<file path="config.mk">
export PLATFORM = sky130hd
export DESIGN_NAME = frame_pixel_streamer_flat
export DESIGN_NICKNAME = d
export VERILOG_FILES = /design/src/rtl/face_det_pkg.sv /design/src/rtl/frame_pixel_streamer_if.sv /design/src/rtl/pixel_pacer.sv /design/src/rtl/frame_pixel_streamer.sv /design/src/flat_wrapper.sv
export SDC_FILE = /design/constraint.sdc
export NUM_CORES = 1
export LEC_CHECK = 0
export CAP_MARGIN = 10
export CORE_ASPECT_RATIO = 1.75
export CORE_MARGIN = 1
export CORE_UTILIZATION = 30
export CTS_BUF_LIST = sky130_fd_sc_hd__clkbuf_8 sky130_fd_sc_hd__clkbuf_16
export DETAILED_ROUTE_END_ITERATION = 8
export PLACE_DENSITY = 0.55
export SYNTH_ARGS = -nofsm -noshare
export SYNTH_HDL_FRONTEND = slang
export SYNTH_SLANG_ARGS = --single-unit
export TNS_END_PERCENT = 50
</file>
<file path="constraint.sdc">
create_clock -name clk -period 9.4 [get_ports clk]
set_clock_uncertainty 0.05 [all_clocks]
set_input_delay 2.82 -clock clk [delete_from_list [all_inputs] [get_ports clk]]
set_output_delay 2.82 -clock clk [all_outputs]
set_load 0.02 [all_outputs]
</file>
<file path="src/rtl/face_det_pkg.sv">
// Shared types and sizing helpers for the frame pixel streamer.
package face_det_pkg;

  typedef enum logic [2:0] {
    ST_IDLE      = 3'd0,
    ST_START     = 3'd1,
    ST_STREAM    = 3'd2,
    ST_DRAIN     = 3'd3,
    ST_WAIT_DONE = 3'd4,
    ST_REPORT    = 3'd5
  } state_t;

  localparam int DEF_IMG_WIDTH  = 64;
  localparam int DEF_IMG_HEIGHT = 64;

  function automatic int frame_pixels(input int w, input int h);
    return w * h;
  endfunction

  // Index width for n items, never below one bit.
  function automatic int idx_width(input int n);
    return (n > 1) ? $clog2(n) : 1;
  endfunction

  localparam int FRAME_PIXELS = frame_pixels(DEF_IMG_WIDTH, DEF_IMG_HEIGHT);
  localparam int FRAME_IDX_W  = idx_width(FRAME_PIXELS);

endpackage

</file>
<file path="src/rtl/frame_pixel_streamer_if.sv">
// Frame RAM read port and face_detector drive/result signals.
//
// Signalling: there is no backpressure anywhere on this bundle.
// mem_rd_en is a read strobe; mem_rd_data is valid exactly one cycle after it.
// pixel_valid qualifies pixel_out for one cycle, the detector must accept it.
// det_start is a one-cycle pulse; det_done is a level, its first high cycle counts.
interface frame_pixel_streamer_if #(
  parameter int PIXEL_WIDTH = 8,
  parameter int ADDR_WIDTH  = 17
);
  logic                   mem_rd_en;
  logic [ADDR_WIDTH-1:0]  mem_addr;
  logic [PIXEL_WIDTH-1:0] mem_rd_data;
  logic                   det_start;
  logic [PIXEL_WIDTH-1:0] pixel_out;
  logic                   pixel_valid;
  logic                   det_face_detected;
  logic [7:0]             det_face_x;
  logic [7:0]             det_face_y;
  logic [7:0]             det_face_scale;
  logic                   det_done;

  modport master (
    output mem_rd_en, mem_addr, det_start, pixel_out, pixel_valid,
    input  mem_rd_data, det_face_detected, det_face_x, det_face_y,
           det_face_scale, det_done
  );

  modport slave (
    input  mem_rd_en, mem_addr, det_start, pixel_out, pixel_valid,
    output mem_rd_data, det_face_detected, det_face_x, det_face_y,
           det_face_scale, det_done
  );
endinterface

</file>
<file path="src/rtl/pixel_pacer.sv">
// Read-issue pacer: one tick every GAP_CYCLES+1 cycles while enabled,
// the first tick on the first enabled cycle.
module pixel_pacer #(
  parameter int GAP_CYCLES = 0
) (
  input  logic clk,
  input  logic rst,
  input  logic enable,
  output logic tick
);
  localparam int CW = (GAP_CYCLES > 0) ? $clog2(GAP_CYCLES + 1) : 1;
  localparam logic [CW-1:0] LAST = CW'(GAP_CYCLES);

  logic [CW-1:0] cnt;

  // Phase counter; held at zero while disabled so enable rising restarts it.
  always_ff @(posedge clk) begin
    if (rst || !enable) cnt <= '0;
    else if (cnt == LAST) cnt <= '0;
    else cnt <= cnt + CW'(1);
  end

  assign tick = enable && (cnt == '0);
endmodule

</file>
<file path="src/rtl/frame_pixel_streamer.sv">
// Reads one frame from RAM, streams it to face_detector and latches the result.
module frame_pixel_streamer
  import face_det_pkg::*;
#(
  parameter int IMG_WIDTH      = DEF_IMG_WIDTH,
  parameter int IMG_HEIGHT     = DEF_IMG_HEIGHT,
  parameter int PIXEL_WIDTH    = 8,
  parameter int ADDR_WIDTH     = 17,
  parameter int GAP_CYCLES     = 0,
  parameter int TIMEOUT_CYCLES = 2000000
) (
  input  logic                  clk,
  input  logic                  rst,
  input  logic                  frame_req,
  input  logic [ADDR_WIDTH-1:0] frame_base_addr,
  output logic                  busy,
  frame_pixel_streamer_if.master bus,
  output logic                  result_valid,
  output logic                  result_face,
  output logic [7:0]            result_x,
  output logic [7:0]            result_y,
  output logic [7:0]            result_scale,
  output logic                  result_timeout,
  output logic                  result_proto_err,
  output state_t                dbg_state
);
  localparam int N_PIX = frame_pixels(IMG_WIDTH, IMG_HEIGHT);
  localparam int IDX_W = idx_width(N_PIX);
  localparam int TO_W  = $clog2(TIMEOUT_CYCLES + 1);
  localparam logic [IDX_W-1:0] LAST_IDX = IDX_W'(N_PIX - 1);
  localparam logic [TO_W-1:0]  TO_LAST  = TO_W'(TIMEOUT_CYCLES - 1);

  state_t                 state, state_nxt;
  logic [ADDR_WIDTH-1:0]  base_q;
  logic [IDX_W-1:0]       idx_q;
  logic                   valid_q;
  logic [PIXEL_WIDTH-1:0] pix_hold_q;
  logic [TO_W-1:0]        to_cnt_q;
  logic                   tick;
  logic                   rd_issue;

  pixel_pacer #(.GAP_CYCLES(GAP_CYCLES)) u_pacer (
    .clk    (clk),
    .rst    (rst),
    .enable (state == ST_STREAM),
    .tick   (tick)
  );

  // State register.
  always_ff @(posedge clk) begin
    if (rst) state <= ST_IDLE;
    else     state <= state_nxt;
  end

  // Next state and read issue; det_done before the last pixel aborts to REPORT.
  always_comb begin
    state_nxt = state;
    rd_issue  = 1'b0;
    case (state)
      ST_IDLE:      if (frame_req) state_nxt = ST_START;
      ST_START:     state_nxt = bus.det_done ? ST_REPORT : ST_STREAM;
      ST_STREAM: begin
        rd_issue = tick;
        if (bus.det_done) state_nxt = ST_REPORT;
        else if (tick && (idx_q == LAST_IDX)) state_nxt = ST_DRAIN;
      end
      ST_DRAIN:     state_nxt = bus.det_done ? ST_REPORT : ST_WAIT_DONE;
      ST_WAIT_DONE: if (bus.det_done || (to_cnt_q == TO_LAST)) state_nxt = ST_REPORT;
      ST_REPORT:    state_nxt = ST_IDLE;
      default:      state_nxt = ST_IDLE;
    endcase
  end

  // Datapath: base/index, pixel valid delay, timeout counter, result latch.
  always_ff @(posedge clk) begin
    if (rst) begin
      base_q           <= '0;
      idx_q            <= '0;
      valid_q          <= 1'b0;
      pix_hold_q       <= '0;
      to_cnt_q         <= '0;
      result_face      <= 1'b0;
      result_x         <= '0;
      result_y         <= '0;
      result_scale     <= '0;
      result_timeout   <= 1'b0;
      result_proto_err <= 1'b0;
    end else begin
      // A read issued in an abort cycle never becomes a pixel.
      valid_q    <= rd_issue && ((state_nxt == ST_STREAM) || (state_nxt == ST_DRAIN));
      pix_hold_q <= bus.pixel_out;
      if ((state == ST_IDLE) && frame_req) begin
        base_q <= frame_base_addr;
        idx_q  <= '0;
      end else if (rd_issue) begin
        idx_q <= idx_q + IDX_W'(1);
      end
      to_cnt_q <= (state == ST_WAIT_DONE) ? to_cnt_q + TO_W'(1) : '0;
      if (state_nxt == ST_REPORT) begin
        result_timeout   <= 1'b0;
        result_proto_err <= 1'b0;
        if ((state == ST_WAIT_DONE) && !bus.det_done) begin
          result_face    <= 1'b0;
          result_x       <= '0;
          result_y       <= '0;
          result_scale   <= '0;
          result_timeout <= 1'b1;
        end else begin
          result_face      <= bus.det_face_detected && (state == ST_WAIT_DONE);
          result_x         <= bus.det_face_x;
          result_y         <= bus.det_face_y;
          result_scale     <= bus.det_face_scale;
          result_proto_err <= (state != ST_WAIT_DONE);
        end
      end
    end
  end

  assign bus.mem_rd_en   = rd_issue;
  assign bus.mem_addr    = base_q + ADDR_WIDTH'(idx_q);
  assign bus.det_start   = (state == ST_START);
  assign bus.pixel_valid = valid_q;
  assign bus.pixel_out   = valid_q ? bus.mem_rd_data : pix_hold_q;
  assign busy            = (state != ST_IDLE);
  assign result_valid    = (state == ST_REPORT);
  assign dbg_state       = state;
endmodule

</file>
<file path="src/flat_wrapper.sv">
// flat-port wrapper written by rule: the top's interface ports become plain ports
module frame_pixel_streamer_flat import face_det_pkg::*;
#(
  parameter int IMG_WIDTH      = DEF_IMG_WIDTH,
  parameter int IMG_HEIGHT     = DEF_IMG_HEIGHT,
  parameter int PIXEL_WIDTH    = 8,
  parameter int ADDR_WIDTH     = 17,
  parameter int GAP_CYCLES     = 0,
  parameter int TIMEOUT_CYCLES = 2000000
)
  (clk, rst, frame_req, frame_base_addr, busy, result_valid, result_face, result_x, result_y, result_scale, result_timeout, result_proto_err, dbg_state, bus_mem_rd_en, bus_mem_addr, bus_det_start, bus_pixel_out, bus_pixel_valid, bus_mem_rd_data, bus_det_face_detected, bus_det_face_x, bus_det_face_y, bus_det_face_scale, bus_det_done);
  frame_pixel_streamer_if #(.PIXEL_WIDTH(PIXEL_WIDTH), .ADDR_WIDTH(ADDR_WIDTH)) bus_i ();
  input  logic clk;
  input  logic rst;
  input  logic frame_req;
  input  logic [ADDR_WIDTH-1:0] frame_base_addr;
  output logic busy;
  output logic result_valid;
  output logic result_face;
  output logic [7:0] result_x;
  output logic [7:0] result_y;
  output logic [7:0] result_scale;
  output logic result_timeout;
  output logic result_proto_err;
  output state_t dbg_state;
  output wire logic [$bits(bus_i.mem_rd_en)-1:0] bus_mem_rd_en;
  output wire logic [$bits(bus_i.mem_addr)-1:0] bus_mem_addr;
  output wire logic [$bits(bus_i.det_start)-1:0] bus_det_start;
  output wire logic [$bits(bus_i.pixel_out)-1:0] bus_pixel_out;
  output wire logic [$bits(bus_i.pixel_valid)-1:0] bus_pixel_valid;
  input wire logic [$bits(bus_i.mem_rd_data)-1:0] bus_mem_rd_data;
  input wire logic [$bits(bus_i.det_face_detected)-1:0] bus_det_face_detected;
  input wire logic [$bits(bus_i.det_face_x)-1:0] bus_det_face_x;
  input wire logic [$bits(bus_i.det_face_y)-1:0] bus_det_face_y;
  input wire logic [$bits(bus_i.det_face_scale)-1:0] bus_det_face_scale;
  input wire logic [$bits(bus_i.det_done)-1:0] bus_det_done;
  assign bus_mem_rd_en = bus_i.mem_rd_en;
  assign bus_mem_addr = bus_i.mem_addr;
  assign bus_det_start = bus_i.det_start;
  assign bus_pixel_out = bus_i.pixel_out;
  assign bus_pixel_valid = bus_i.pixel_valid;
  assign bus_i.mem_rd_data = bus_mem_rd_data;
  assign bus_i.det_face_detected = bus_det_face_detected;
  assign bus_i.det_face_x = bus_det_face_x;
  assign bus_i.det_face_y = bus_det_face_y;
  assign bus_i.det_face_scale = bus_det_face_scale;
  assign bus_i.det_done = bus_det_done;
  frame_pixel_streamer #(.IMG_WIDTH(IMG_WIDTH), .IMG_HEIGHT(IMG_HEIGHT), .PIXEL_WIDTH(PIXEL_WIDTH), .ADDR_WIDTH(ADDR_WIDTH), .GAP_CYCLES(GAP_CYCLES), .TIMEOUT_CYCLES(TIMEOUT_CYCLES)) u_core (.clk(clk), .rst(rst), .frame_req(frame_req), .frame_base_addr(frame_base_addr), .busy(busy), .bus(bus_i), .result_valid(result_valid), .result_face(result_face), .result_x(result_x), .result_y(result_y), .result_scale(result_scale), .result_timeout(result_timeout), .result_proto_err(result_proto_err), .dbg_state(dbg_state));
endmodule
</file>
**Word level (Yosys, flattened, before mapping)**

Cells that the tools add are included.

- Bitwise operators: 2
- Reduce and logical (&&, ||, !) cells: 16
- Add/subtract/negate cells: 4
- Muxes and demuxes: 15
- Equal/unequal tests: 11

Operators by type and width:

| cell | number |
|---|---|
| $mux 8 | 4 |
| $add 21x1->21 const B | 1 |
| $eq 21x21->1 const B | 1 |
| $add 17x12->17 | 1 |
| $mux 3 | 5 |
| $pmux 3 s5 | 1 |
| $add 12x1->12 const B | 1 |
| $eq 12x12->1 const B | 1 |
| $eq 3x2->1 const B | 4 |
| $eq 3x3->1 const B | 3 |
| $logic_and 1x1->1 | 6 |
| $reduce_or 2->1 | 3 |
| $mux 1 | 5 |
| $eq 3x1->1 const B | 1 |
| $logic_not 3->1 | 1 |
| $logic_or 1x1->1 | 3 |
| $ne 3x3->1 const B | 1 |
| $reduce_bool 3->1 | 1 |
| $logic_not 1->1 | 2 |
| $not 1->1 | 2 |
| $add 1x1->1 const B | 1 |

- Input port bits: 54
- Bits in registers: 90
- Word-level logic and storage cells: 61

**Depth between registers and ports, before layout**

- Depth after elaboration: 9
- Gate-level depth with buffers: 8
- Gate-level depth less buffers: 8

**Cells and area by module**

A second synthesis with hierarchy kept.

- Cell total of the unflattened synthesis: 535
- Area, all modules: 4560.6 um^2

Modules (own cells, without submodules):

| module | cells each | seq. area each (um^2) | times used | area an instance (um^2) |
|---|---|---|---|---|
| frame_pixel_streamer | 532 | 1781.7 | 1 | 4523.1 |
| pixel_pacer | 3 | 20.0 | 1 | 37.5 |

**Worst setup path before layout**

No wires, ideal clock.

- Kind: in2out
- Start point: in bus_mem_rd_data[0]
- End point: out bus_pixel_out[0]
- Buffers on the path: 0
- Required time: 6530 ps
- Arrival time: 3129 ps
- Slack: 3401 ps
- Cell stages on the path: 1
- Cells stage by stage: mux2_2

- Cells in the longest elaborated chain, start to end: 1

RTL lines:

| element | RTL line | source |
|---|---|---|
| start, declared | flat_wrapper.sv:31 | `input wire logic [$bits(bus_i.mem_rd_data)-1:0] bus_mem_rd_data;` |
| $mux 8 | frame_pixel_streamer.sv:123 | `assign bus.pixel_out = valid_q ? bus.mem_rd_data : pix_hold_q;` |
| end, declared | flat_wrapper.sv:29 | `output wire logic [$bits(bus_i.pixel_out)-1:0] bus_pixel_out;` |

Every way passes these cells.

**Worst setup path in the final report**

- Start point: in bus_mem_rd_data[5]
- End point: out bus_pixel_out[5]

The elaborated chain is that of the path after synthesis.

==> impl_results.md <==
* Vias per cell at 4.80
* Asr flop ratio synth at 0%
* Syn Area/Cell at 8.68 um^2
* Startpoint Class: primary input
* Post-DP HPWL at approximately 8300 um
* Number of buffers added on ports at approximately 110
* Critical path capture point type: primary output
* Vias in the first global route at 3,799
* Adder-Cell Fraction of Synth Area at 4.38%
* CP required at around 6.5 ns
* Final Non-Filler Cells at about 800
* Clock slew at reported path FFs at 0.06 ns
* Crit-path slowest cell: clkdlybuf4s50_1
* Setup TNS at 0 ns
* Fin crit share at 73.6%
* Cell variety after synth at 52
* Clock H-tree levels at 3
* Yosys warns at 0
* First-pass iteration count of the detailed router at 4
* Max frequency at between 100 and 150 MHz
* Cell repeated most along the worst path: clkdlybuf4s50_1
* Max-slew violation count at 0
* Syn Nets at 583
* Post-synthesis simple-gate area fraction at 26.2%
* Gr ovfl total at 0
* Synth Area in XOR/XNOR at under 10%
* # Post-CTS Setup Buffers at 0
* Placer congestion estimate at about 0.86
* Slew at the pin closest to its max-slew limit at 1.07 ns
* Slew HR at 28.5%
* Cell Pwr Density at 170 nW/um^2
* Critical Path AT at 4.05 ns
* Via count at 3,837
* Fraction of layout cells with a size suffix above 1 at 5.82%
* DRT Wirelength at ~11,000 um
* Clock Latency Late Sink at between 0.3 and 0.4 ns
* CTS tree: done
* First-pass GRT wire length at 18,300 um
* CP Max Fanout at 2
* Die area at around 15,000 um^2
* Main combinational cell family by area after synthesis: simple AND/OR/NAND/NOR gates
* Max_cap viols at 0
* Iter 0 DRT Violations at 125
* Final hold vios at 0
* Commonest non-fill, non-tap cell in the layout: clkdlybuf4s50_1
* Final nets at 683
* Post-layout util at 41.7%
* Peak supply drop at 83.0 uV
* DR DRC count at 0
* Area grow syn2layout at 35.1%
* CTS root buf: clkbuf_16
* Total GRT Usage at 15.4%
* Syn Inst Count at about 500
* CP Cell Sequence: clkdlybuf4s50_1 -> mux2_2 -> clkdlybuf4s50_1
* Routed Antenna Nets at 0
* PostCTS Resize Cnt at 0
* Initial antenna violation count at 0
* Primary FF master, synth: dfxtp_1
* Row count at 58
* Status: completed
* Leak pwr at 0.00222 uW
* Synth Area in Compound Gates at a little under a tenth
* Hold-fix buffers, CTS at 0
* Post-synth EDFFs at 0
* Chip width at 94.2 um
* Kind of critical path: primary input to primary output
* Seq/Total Area, Yosys at approximately two fifths
* Synth Cell Area at about 4500 um^2
* Ports at approximately 110
* Ant diodes at 0
* Final setup vio count at 0
* Most frequent cells in the layout: clkdlybuf4s50_1 (112), dfxtp_1 (90), nand2_1 (79), nor2_1 (43), a21oi_1 (31)
* RSZ-0062 raised after global routing: false
* Die Height at approximately 160 um
* Synth Register Bits at 90
* Min cycle time layout at 6.92 ns
* CP max stage delay at about 0.55 ns
* Largest net degree at the start of global routing at 60
* Wire length per cell at 14.1 um
* Starting Density at 30.9%
* Sink Count at 90
* Core area at 14,400 um^2
* Clk buf depth at 2
* CTS Buf Count at 9
* Hold Path Class: flop to flop
* Mux cell area share after synthesis at between 7 and 8%
* Placed cells at 783
routing by layer:
layer	vias up	share of wire, %	GRT usage [%]
met3	14	2.9	2.75
met2	85	54	28.5
met5	-	0	0
met1	1788	41	16.6
li1	1950	-	-
met4	0	2.2	6.57
flip-flops by register name, summed over array words and instances, names as in the netlist, 3 cells and up:
name / flops
u_core.result_x: 8
u_core.pix_hold_q: 8
u_core.result_y: 8
u_core.result_scale: 8
u_core.dbg_state: 3
u_core.base_q: 17
u_core.idx_q: 12
u_core.to_cnt_q: 21
metrics by stage:
step / setup slack (ns) / power, uW / hold slack (ns) / instance area, um^2
after global placement: 2.48 / 617 / 0.372 / 5680
final: 2.48 / 1020 / 0.399 / 6030
after detailed placement: 2.48 / 620 / 0.389 / 5680
after floorplan: 3.40 / 538 / 0.363 / 4460
after CTS: 2.47 / 1040 / 0.404 / 6030
after global routing: 2.45 / 1070 / 0.423 / 6030
report_power, final:
part	internal, uW	switching [uW]
clock	260	153
sequential	402	16.3
combinational	93.1	97.9
cell usage after synthesis, types with 3 or more instances:
cell type / instances / area [um^2]
nor2_1: 44 / 165
mux2i_1: 24 / 240
and3_1: 9 / 56.3
dfxtp_1: 90 / 1800
nor3b_1: 4 / 30.0
and4_1: 4 / 35.0
o21a_1: 4 / 30.0
xnor2_1: 23 / 201
mux2_2: 8 / 90.1
and2_1: 5 / 31.3
a21oi_1: 31 / 155
inv_1: 13 / 48.8
nand3_1: 15 / 75.1
xor2_1: 18 / 158
a31oi_1: 4 / 25.0
nand2b_1: 28 / 175
clkbuf_1: 21 / 78.8
nand2_1: 79 / 297
o32ai_1: 3 / 26.3
nor4_1: 4 / 25.0
or3_1: 3 / 18.8
nor3_1: 7 / 35.0
o21ai_0: 7 / 35.0
ha_1: 14 / 175
nand4_1: 9 / 56.3
nor2b_1: 9 / 56.3
worst paths after layout:
path / start / endpoint / slack [ns] / depth (start not counted)
worst max register to register: u_core.dbg_state[1] / u_core.result_x[3] / 6.95 / 6
worst min-delay path: u_core.to_cnt_q[0] / u_core.to_cnt_q[0] / 0.40 / 1
worst min register to register: u_core.to_cnt_q[0] / u_core.to_cnt_q[0] / 0.40 / 1
worst max-delay path: bus_mem_rd_data[5] / bus_pixel_out[5] / 2.48 / 3
critical path, delay by kind of cell:
family / cells / cell delay, ns
buffers and inverters: 2 / 0.95
multiplexers: 1 / 0.28
final cells by class:
| type | count | area, um^2 |
|---|---|---|
| clock buffers | 9 | 225 |
| clock inverters | 7 | 118 |
| fillers | 1411 | 8420 |
| inverters | 13 | 48.8 |
| multi-input cells | 385 | 2470 |
| flip-flops and latches | 90 | 1800 |
| well taps | 180 | 225 |
| repair buffers | 115 | 1140 |
cells by family after synthesis:
logic type | Yosys count
buffers and inverters | 39
AND/OR/NAND/NOR | 232
flip-flops | 90
other | 1
XOR/XNOR | 41
AO/OA/AOI/OAI | 64
multiplexers | 32
adder cells (fa/ha/maj) | 15
Note: power is estimated with default switching activity, not from simulation.
